### src/rtl/lcd_refresh_sched.sv
// Mirrors a 4x20 character shadow buffer onto an hd44780 driver via its cmd/vchr/busy handshake.
// Define LCD_CURSOR_TRACK_EN to skip redundant set-DDRAM-address commands on contiguous cells.
module lcd_refresh_sched #(
  parameter int POWERUP_CYCLES = 100_000_000,
  parameter int TIMEOUT_CYCLES = 10_000_000
) (
  input  logic       clk,
  input  logic       rst_n,
  input  logic       wr_en,
  input  logic [1:0] wr_row,
  input  logic [4:0] wr_col,
  input  logic [7:0] wr_chr,
  input  logic       lcd_busy,
  output logic [1:0] lcd_cmd,
  output logic [8:0] lcd_vchr,
  output logic       ready,
  output logic       pending,
  output logic       err
);

  localparam logic [1:0] CMD_IDLE  = 2'd0;
  localparam logic [1:0] CMD_INIT  = 2'd1;
  localparam logic [1:0] CMD_WRITE = 2'd2;

  typedef enum logic [2:0] {
    PWRUP, INIT_REQ, INIT_WAIT, SCAN, ADDR_REQ, ADDR_WAIT, CHR_REQ, CHR_WAIT
  } state_t;

  state_t      state;
  logic [7:0]  buffer [80];
  logic [79:0] dirty;
  logic [1:0]  scan_row;
  logic [4:0]  scan_col;
  logic [6:0]  scan_idx;
  logic [6:0]  wr_idx;
  logic [6:0]  lat_idx;
  logic [7:0]  lat_chr;
  logic [31:0] pwr_cnt;
  logic [31:0] to_cnt;
  logic        req_state;
  logic        wait_state;
  logic        cell_state;
  logic        advance;
  logic        tmo;
  logic        pick;
`ifdef LCD_CURSOR_TRACK_EN
  logic [1:0]  lat_row;
  logic [4:0]  lat_col;
  logic        cur_valid;
  logic [1:0]  cur_row;
  logic [4:0]  cur_col;
`endif

  function automatic logic [7:0] row_base(input logic [1:0] r);
    case (r)
      2'd0:    return 8'h00;
      2'd1:    return 8'h40;
      2'd2:    return 8'h14;
      default: return 8'h54;
    endcase
  endfunction

  assign scan_idx   = 7'(scan_row) * 7'd20 + 7'(scan_col);
  assign wr_idx     = 7'(wr_row) * 7'd20 + 7'(wr_col);
  assign req_state  = (state == INIT_REQ) || (state == ADDR_REQ) || (state == CHR_REQ);
  assign wait_state = (state == INIT_WAIT) || (state == ADDR_WAIT) || (state == CHR_WAIT);
  assign cell_state = (state == ADDR_REQ) || (state == ADDR_WAIT) ||
                      (state == CHR_REQ) || (state == CHR_WAIT);
  assign advance    = (req_state && lcd_busy) || (wait_state && !lcd_busy);
  assign tmo        = (req_state || wait_state) && !advance &&
                      (to_cnt == 32'(TIMEOUT_CYCLES - 1));
  assign pick       = (state == SCAN) && dirty[scan_idx];
  assign pending    = |dirty;

  // Host set is applied last so it beats a same-cycle scheduler clear.
  always_ff @(posedge clk) begin
    if (!rst_n) begin
      dirty <= '1;
      for (int i = 0; i < 80; i++) buffer[i] <= 8'h20;
    end else begin
      if (pick) dirty[scan_idx] <= 1'b0;
      if (tmo && cell_state) dirty[lat_idx] <= 1'b1;
      if (wr_en && (wr_col < 5'd20)) begin
        buffer[wr_idx] <= wr_chr;
        dirty[wr_idx]  <= 1'b1;
      end
    end
  end

  always_ff @(posedge clk) begin
    if (!rst_n) begin
      state     <= PWRUP;
      lcd_cmd   <= CMD_IDLE;
      lcd_vchr  <= '0;
      ready     <= 1'b0;
      err       <= 1'b0;
      pwr_cnt   <= '0;
      to_cnt    <= '0;
      scan_row  <= '0;
      scan_col  <= '0;
      lat_idx   <= '0;
      lat_chr   <= '0;
`ifdef LCD_CURSOR_TRACK_EN
      lat_row   <= '0;
      lat_col   <= '0;
      cur_valid <= 1'b0;
      cur_row   <= '0;
      cur_col   <= '0;
`endif
    end else if (tmo) begin
      err     <= 1'b1;
      lcd_cmd <= CMD_IDLE;
      to_cnt  <= '0;
      state   <= ((state == INIT_REQ) || (state == INIT_WAIT)) ? INIT_REQ : SCAN;
`ifdef LCD_CURSOR_TRACK_EN
      cur_valid <= 1'b0;
`endif
    end else begin
      to_cnt <= to_cnt + 32'd1;
      case (state)
        PWRUP: begin
          if (pwr_cnt == 32'(POWERUP_CYCLES - 1)) begin
            state    <= INIT_REQ;
            lcd_cmd  <= CMD_INIT;
            lcd_vchr <= '0;
            to_cnt   <= '0;
          end else begin
            pwr_cnt <= pwr_cnt + 32'd1;
          end
        end
        INIT_REQ: begin
          if (lcd_busy) begin
            state   <= INIT_WAIT;
            lcd_cmd <= CMD_IDLE;
            to_cnt  <= '0;
          end else begin
            lcd_cmd <= CMD_INIT;
          end
        end
        INIT_WAIT: begin
          if (!lcd_busy) begin
            state <= SCAN;
            ready <= 1'b1;
          end
        end
        SCAN: begin
          to_cnt <= '0;
          if (scan_col == 5'd19) begin
            scan_col <= '0;
            scan_row <= scan_row + 2'd1;
          end else begin
            scan_col <= scan_col + 5'd1;
          end
          if (dirty[scan_idx]) begin
            lat_idx <= scan_idx;
            lat_chr <= buffer[scan_idx];
            lcd_cmd <= CMD_WRITE;
`ifdef LCD_CURSOR_TRACK_EN
            lat_row <= scan_row;
            lat_col <= scan_col;
            if (cur_valid && (cur_row == scan_row) && (cur_col == scan_col)) begin
              state    <= CHR_REQ;
              lcd_vchr <= {1'b0, buffer[scan_idx]};
            end else begin
              state     <= ADDR_REQ;
              lcd_vchr  <= {1'b1, 8'h80 | (row_base(scan_row) + {3'b000, scan_col})};
              cur_valid <= 1'b0;
            end
`else
            state    <= ADDR_REQ;
            lcd_vchr <= {1'b1, 8'h80 | (row_base(scan_row) + {3'b000, scan_col})};
`endif
          end
        end
        ADDR_REQ: begin
          if (lcd_busy) begin
            state   <= ADDR_WAIT;
            lcd_cmd <= CMD_IDLE;
            to_cnt  <= '0;
          end
        end
        ADDR_WAIT: begin
          if (!lcd_busy) begin
            state    <= CHR_REQ;
            lcd_cmd  <= CMD_WRITE;
            lcd_vchr <= {1'b0, lat_chr};
            to_cnt   <= '0;
          end
        end
        CHR_REQ: begin
          if (lcd_busy) begin
            state   <= CHR_WAIT;
            lcd_cmd <= CMD_IDLE;
            to_cnt  <= '0;
          end
        end
        CHR_WAIT: begin
          if (!lcd_busy) begin
            state <= SCAN;
`ifdef LCD_CURSOR_TRACK_EN
            // DDRAM is not contiguous across rows, so the cursor is only trusted mid-row.
            cur_valid <= (lat_col != 5'd19);
            cur_row   <= lat_row;
            cur_col   <= lat_col + 5'd1;
`endif
          end
        end
      endcase
    end
  end

endmodule
### config.mk
export PLATFORM = sky130hd
export DESIGN_NAME = lcd_refresh_sched
export DESIGN_NICKNAME = d
export VERILOG_FILES = /design/src/rtl/lcd_refresh_sched.sv
export SDC_FILE = /design/constraint.sdc
export NUM_CORES = 2
export LEC_CHECK = 0
export ABC_AREA = 0
export BUFFER_PORTS_ARGS = -buffer_cell sky130_fd_sc_hd__buf_2
export CAP_MARGIN = 20
export CORE_ASPECT_RATIO = 2
export CORE_UTILIZATION = 55
export CTS_CLUSTER_SIZE = 30
export DETAILED_ROUTE_END_ITERATION = 7
export PLACE_DENSITY = 0.79
export SETUP_SLACK_MARGIN = 0.1
export SLEW_MARGIN = 20
export SYNTH_ARGS = -nofsm -noshare
export SYNTH_HDL_FRONTEND = slang
export SYNTH_SLANG_ARGS = --single-unit
### constraint.sdc
create_clock -name clk -period 4.3 [get_ports clk]
set_input_delay 0.215 -clock clk [delete_from_list [all_inputs] [get_ports clk]]
set_output_delay 0.215 -clock clk [all_outputs]
set_load 0.02 [all_outputs]
# After elaboration in Yosys (flattened, before gate mapping)
# Memory sizes are Yosys's and may differ from the RTL's. A register that Yosys moved wholly into a read port is not among the register bits.
# Index checks and enable logic that the tools add are counted.
[word_totals]
reg_bits = 174
latch_bits = 0
ram_bits = 640
mem_bits_ro = 0
output_inout_bits = 14
mem_count = 1
[classes]
n_addsub = 7
multipliers = 2
div = 0
order_cmp = 7
eq_ne = 23
n_shift = 0
n_mux = 50
bitwise = 8
n_reduce_logical = 41
[memory_table]
columns = ["memory", "words", "width", "read_ports", "rd_ports_with_merged_regs", "wr", "line", "rtl"]
rows = [
  ["buffer", 80, 8, 1, 1, 80, "30", "logic [7:0] buffer [80];"],
]
[op_table]
columns = ["op", "count"]
rows = [
  ["$mux W80", 5],
  ["$or A80 B80 Y80", 2],
  ["$pmux W32 S4", 1],
  ["$mux W32", 3],
  ["$and A80 B80 Y80", 1],
  ["$not A80 Y80", 1],
  ["$reduce_or A80 Y1", 1],
  ["$add A32 B1 Y32 const B", 2],
  ["$mux W7", 5],
  ["$eq A32 B24 Y1 const B", 1],
  ["$eq A32 B27 Y1 const B", 1],
  ["$mux W9", 3],
  ["$pmux W9 S3", 1],
  ["$lt A7 B8 Y1 const B", 3],
  ["$mux W3", 8],
  ["$add A7 B5 Y7", 3],
  ["$demux W1 S7", 3],
  ["$ge A7 B1 Y1 const B", 3],
  ["$pmux W3 S7", 1],
  ["$pmux W7 S3", 1],
  ["$ne A3 B3 Y1 const B", 5],
  ["$eq A3 B3 Y1 const B", 4],
  ["$reduce_and A3 Y1", 4],
  ["$logic_and A1 B1 Y1", 10],
  ["31 further kinds", 66],
]

# Logic depth before layout (Yosys ltp)
[depth]
ltp_word = 15
depth_mapped = 16

# Worst setup path after synthesis
# Ideal clock, no wire load.
[synth_path]
path_type = "flip-flop to flip-flop"
start = "reg scan_col[2]"
end = "reg dirty[74]"
arrival_time_ns = 3.071
path_slack_ns = 1.107
stages_incl_launch_ff = 13
period_less_slack_ns = 3.193
path_cell_list = "dfxtp_1 -> ha_1 -> fa_1 -> clkbuf_1 -> inv_1 -> clkbuf_1 -> nand4_2 -> a2111oi_4 -> o41ai_4 -> a21oi_2 -> buf_2 -> nand3_1 -> a221o_1"
[synth_between]
elab_chain_cells = 14
elab_cells_between_ends = 18
[synth_rtl]
columns = ["item", "line", "rtl"]
rows = [
  ["start, declared", "33", "logic [4:0] scan_col;"],
  ["start signal, assigned", "152", "scan_col <= scan_col + 5'd1;"],
  ["$add A7 B5 Y7 *", "63", "assign scan_idx = 7'(scan_row) * 7'd20 + 7'(scan_col);"],
  ["named net scan_idx[3]", "34", "logic [6:0] scan_idx;"],
  ["$lt A7 B8 Y1 (implied by the code) / $ge A7 B1 Y1 (equally long branches)", "81", "if (pick) dirty[scan_idx] <= 1'b0;"],
  ["$logic_and A1 B1 Y1 (implied by the code)", "81", ""],
  ["$mux W1 (implied by the code)", "81", ""],
  ["$demux W1 S7", "81", ""],
  ["$not A80 Y80 (no source line)", "--", ""],
  ["$and A80 B80 Y80 (no source line)", "--", ""],
  ["$mux W80 *", "81", ""],
  ["$mux W80 *", "77", "if (!rst_n) begin"],
  ["$or A80 B80 Y80 (no source line)", "--", ""],
  ["$mux W80 *", "82", "if (tmo && cell_state) dirty[lat_idx] <= 1'b1;"],
  ["$mux W80 *", "77", ""],
  ["$or A80 B80 Y80 (no source line)", "--", ""],
  ["$mux W80 *", "83", "if (wr_en && (wr_col < 5'd20)) begin"],
  ["end signal, assigned", "78", "dirty <= '1;"],
  ["end signal, assigned by index", "82", ""],
  ["end signal, assigned by index", "85", "dirty[wr_idx] <= 1'b1;"],
  ["end, declared", "31", "logic [79:0] dirty;"],
]
# Mark *: on every way through the listed nets, which the timed path passes. The rest lies on a longest branch. The select of a mux whose other input is x is not followed.
# A chain may end at the register's enable or synchronous reset.

# Final worst setup path
[layout_path]
start = "reg scan_col[1]"
end = "reg lat_chr[2], read port of buffer"
[layout_between]
elab_chain_cells = 4
[layout_rtl]
columns = ["item", "line", "rtl"]
rows = [
  ["$add A7 B5 Y7 *", "63", ""],
  ["$bmux W1 S7", "154", "if (dirty[scan_idx]) begin"],
  ["$mux W1 (implied by the code)", "154", ""],
  ["$reduce_and A3 Y1 (no source line)", "--", ""],
  ["end, declared", "37", "logic [7:0] lat_chr;"],
]
# Mark *: on every way between the ends. The rest lies on a longest branch, timed or not. The select of a mux whose other input is x is not followed.

==> reports/qor.txt <==
Status: finished with violations
Failing checks: DRC
Final Hold Viols: 0
Port Buffers: 32
Max Clock Freq: 239.6 MHz
DRT iter0 DRCs: 5572
Routability-driven placement congestion ratio: 1.071
Worst-Margin Slew: 1227 ps
HP Class: primary input to register
Total power: 24.57 mW
Clock Latency Late Sink: 750 ps
Tmin final: 4174 ps
Max-slew violation count: 0
Syn-to-layout area delta: 12.51%
Fillers: 7119
First-pass GRT wire length: 287200 um
TritonRoute pass-1 iters: 8
Fin Setup TNS: 0 ps
Hold Crit Start: wr_chr[4]
Post-synth EDFFs: 1008
Number of nets with antenna violations after routing: 0
Kind of critical path: register to register
Reg-to-reg critical path startpoint: scan_col[1]
Final setup viols: 0
CP startpoint: scan_col[1]
Critical path's most frequent cell: buf_4
Sink Count: 1190
Nets: 4476
Io pins: 33
Core area: 0.09649 mm2
Vias per cell: 6.994
Layout cell share with drive strength beyond 1: 15.97%
GRT Util Overall: 41.60%
CP Data Required Time: 4930 ps
DIE WIDTH: 223.0 um
Post-synth top flop: edfxtp_1
Slowest stage delay, CP: 910 ps
Commonest non-fill, non-tap cell in the layout: edfxtp_1
Synth top area share: 56.35%
CTS buffer count: 101
Syn Inst Count: 4262
DR WL/cell: 35.56 um
CTS root buf: clkbuf_16
DRC errors left: 1
Most frequent cells in the layout: 1008 x edfxtp_1, 361 x and3_1, 293 x buf_4
CTS tree: built
CP Cell Sequence: nand2b_1 > buf_4 > buf_4 > o21ai_0 > a211oi_1 > a2111oi_4 > a211o_1 > nor4_1 > o21a_1 > a21oi_1
Area of the multi-input gates: 0.01849 mm2
Post-DP HPWL: 136100 um
Initial Util: 55.66%
Vias in the first global route: 39.90k
Clock buffer depth: 3
Register area: 0.03392 mm2
Die Y-Extent: 443.9 um
Critical path's slowest cell: dfxtp_4
Max-slew headroom: 18.21%
Leak: 21.42 nW
Clock Skew: 39.63 ps
Post-CTS Setup Inserts: 0
Peak fanout along the critical path: 40
CP Launch Type: register
Largest area contributor in the netlist: edfxtp_1
Final worst-path cycle share: 97.07%
Post-Syn Area per Cell: 12.60 um2
Ranking of synthesized cells by area: edfxtp_1 56%, dfxtp_1 6.8%, and3_1 4.2%
Yosys reg bits: 1190
CTS H-tree depth: 3
Mapped cell area: 0.05371 mm2
Peak VDD IR: 0.0003145 V
Register area share after synthesis: 63.14%
Drt total wl: 204600 um
Num rows: 161
Die area: 0.09899 mm2
Grt ovf: 0
Kind of end point of the critical path: register
Yosys warnings: 0
RSZ-0062 raised after global routing: no
Asr flop ratio synth: 0%
Vias: 40.25k
PwrDens: 406.5 mW/mm2
Initial antenna violation count: 12
Clk pin slew, worst setup/hold paths: 70 ps
Synth unique cells: 87
Max-cap violations: 0
Pin count of the biggest net entering global routing: 94
WP data arrival: 4800 ps
## sequential cells by signal (all words and copies together) (netlist names), 2 cells and up
name,flops
buffer,1008
dirty,80
pwr_cnt,32
to_cnt,32
lcd_vchr,9
lat_chr,8
lat_idx,7
scan_col,5
state,3
lcd_cmd,2
scan_row,2
## what timing repair did
| action | CTS | global route |
|---|---|---|
| gates resized for setup | 0 | 4 |
| hold endpoints to repair | 30 | 0 |
| setup endpoints to repair | 0 | 13 |
| hold buffers | 3 | 0 |
## through the flow
step           std cells  setup slack [ps]  util [%]  hold WS, ps  cell area, um2
2_1_floorplan       4373              1107         -        313.9           54130
3_3_place_gp        5554             222.3     58.99        448.5           56920
3_5_place_dp        5554             270.6     59.00        460.2           56930
4_1_cts             5746             263.9     62.55        69.38           60360
5_1_grt             5748             124.9     62.61        98.68           60410
6_report            5755             126.1     62.63        112.1           60430
## Yosys cell counts, drive strengths merged, types with 56 or more instances
library cell	number
a21oi	194
a221o	58
a221oi	137
a22oi	65
and2	240
and3	362
buf	125
clkbuf	261
dfxtp	182
edfxtp	1008
mux2	105
mux2i	138
nand2	241
nand3	77
nor2	233
o21ai	199
o31ai	56
or3	82
## critical path, delay by kind of cell, from the launching register on
kind                   cells  cell delay (ps)
buffers and inverters      2              470
DFF                        1              910
and+or+nand+nor            2             1430
AOI/OAI and AO/OA          6             1180
## power by group
group	total (mW)	switching [mW]	internal [mW]
combinational	1.79	1.30	0.492
sequential	13.2	0.214	13.0
clock	9.61	4.37	5.24
total	24.6	5.89	18.7
## kinds of logic (layout without fill, tap and decap cells)
kind of cell / after synthesis / after routing / share of synthesized area [%]
flip-flops: 1190 / 1190 / 63.14
other: 1 / 119 / 0.006982
AO/OA/AOI/OAI: 875 / 875 / 11.39
XOR/XNOR: 67 / 67 / 1.107
adder cells (fa/ha/maj): 17 / 17 / 0.4240
AND/OR/NAND/NOR: 1416 / 1416 / 14.25
buffers and inverters: 423 / 576 / 3.634
multiplexers: 273 / 273 / 6.045
## per-layer routing
| metal | track usage, % | share of wire, % | vias to the layer above | wire length, um |
|---|---|---|---|---|
| met3 | 10.40 | 10 | 1091 | 21280 |
| met5 | 0 | 0.027 | - | 55 |
| li1 | - | - | 16490 | - |
| met1 | 43.87 | 30 | 19570 | 62270 |
| met4 | 40.51 | 12 | 8 | 24490 |
| met2 | 67.21 | 47 | 3097 | 96540 |
## path summary, 6_finish.rpt
path	end	slack, ps	cells after the start
max reg2reg	lat_chr[2]	130	10
min	buffer[100][4]	110	1
min reg2reg	err	470	2
max	lat_chr[2]	130	10
## cell type report
| class | instances | share of cell area [%] |
|---|---|---|
| Inverter | 37 | 0.2319 |
| Sequential cell | 1190 | 56.13 |
| Multi-Input combinational cell | 2760 | 30.60 |
| Clock inverter | 58 | 0.9503 |
| Timing Repair Buffer | 350 | 4.868 |
| Clock buffer | 131 | 4.663 |
| Tap cell | 1222 | 2.530 |
| Antenna cell | 7 | 0.02899 |
Power figures use the tool's default switching activity.
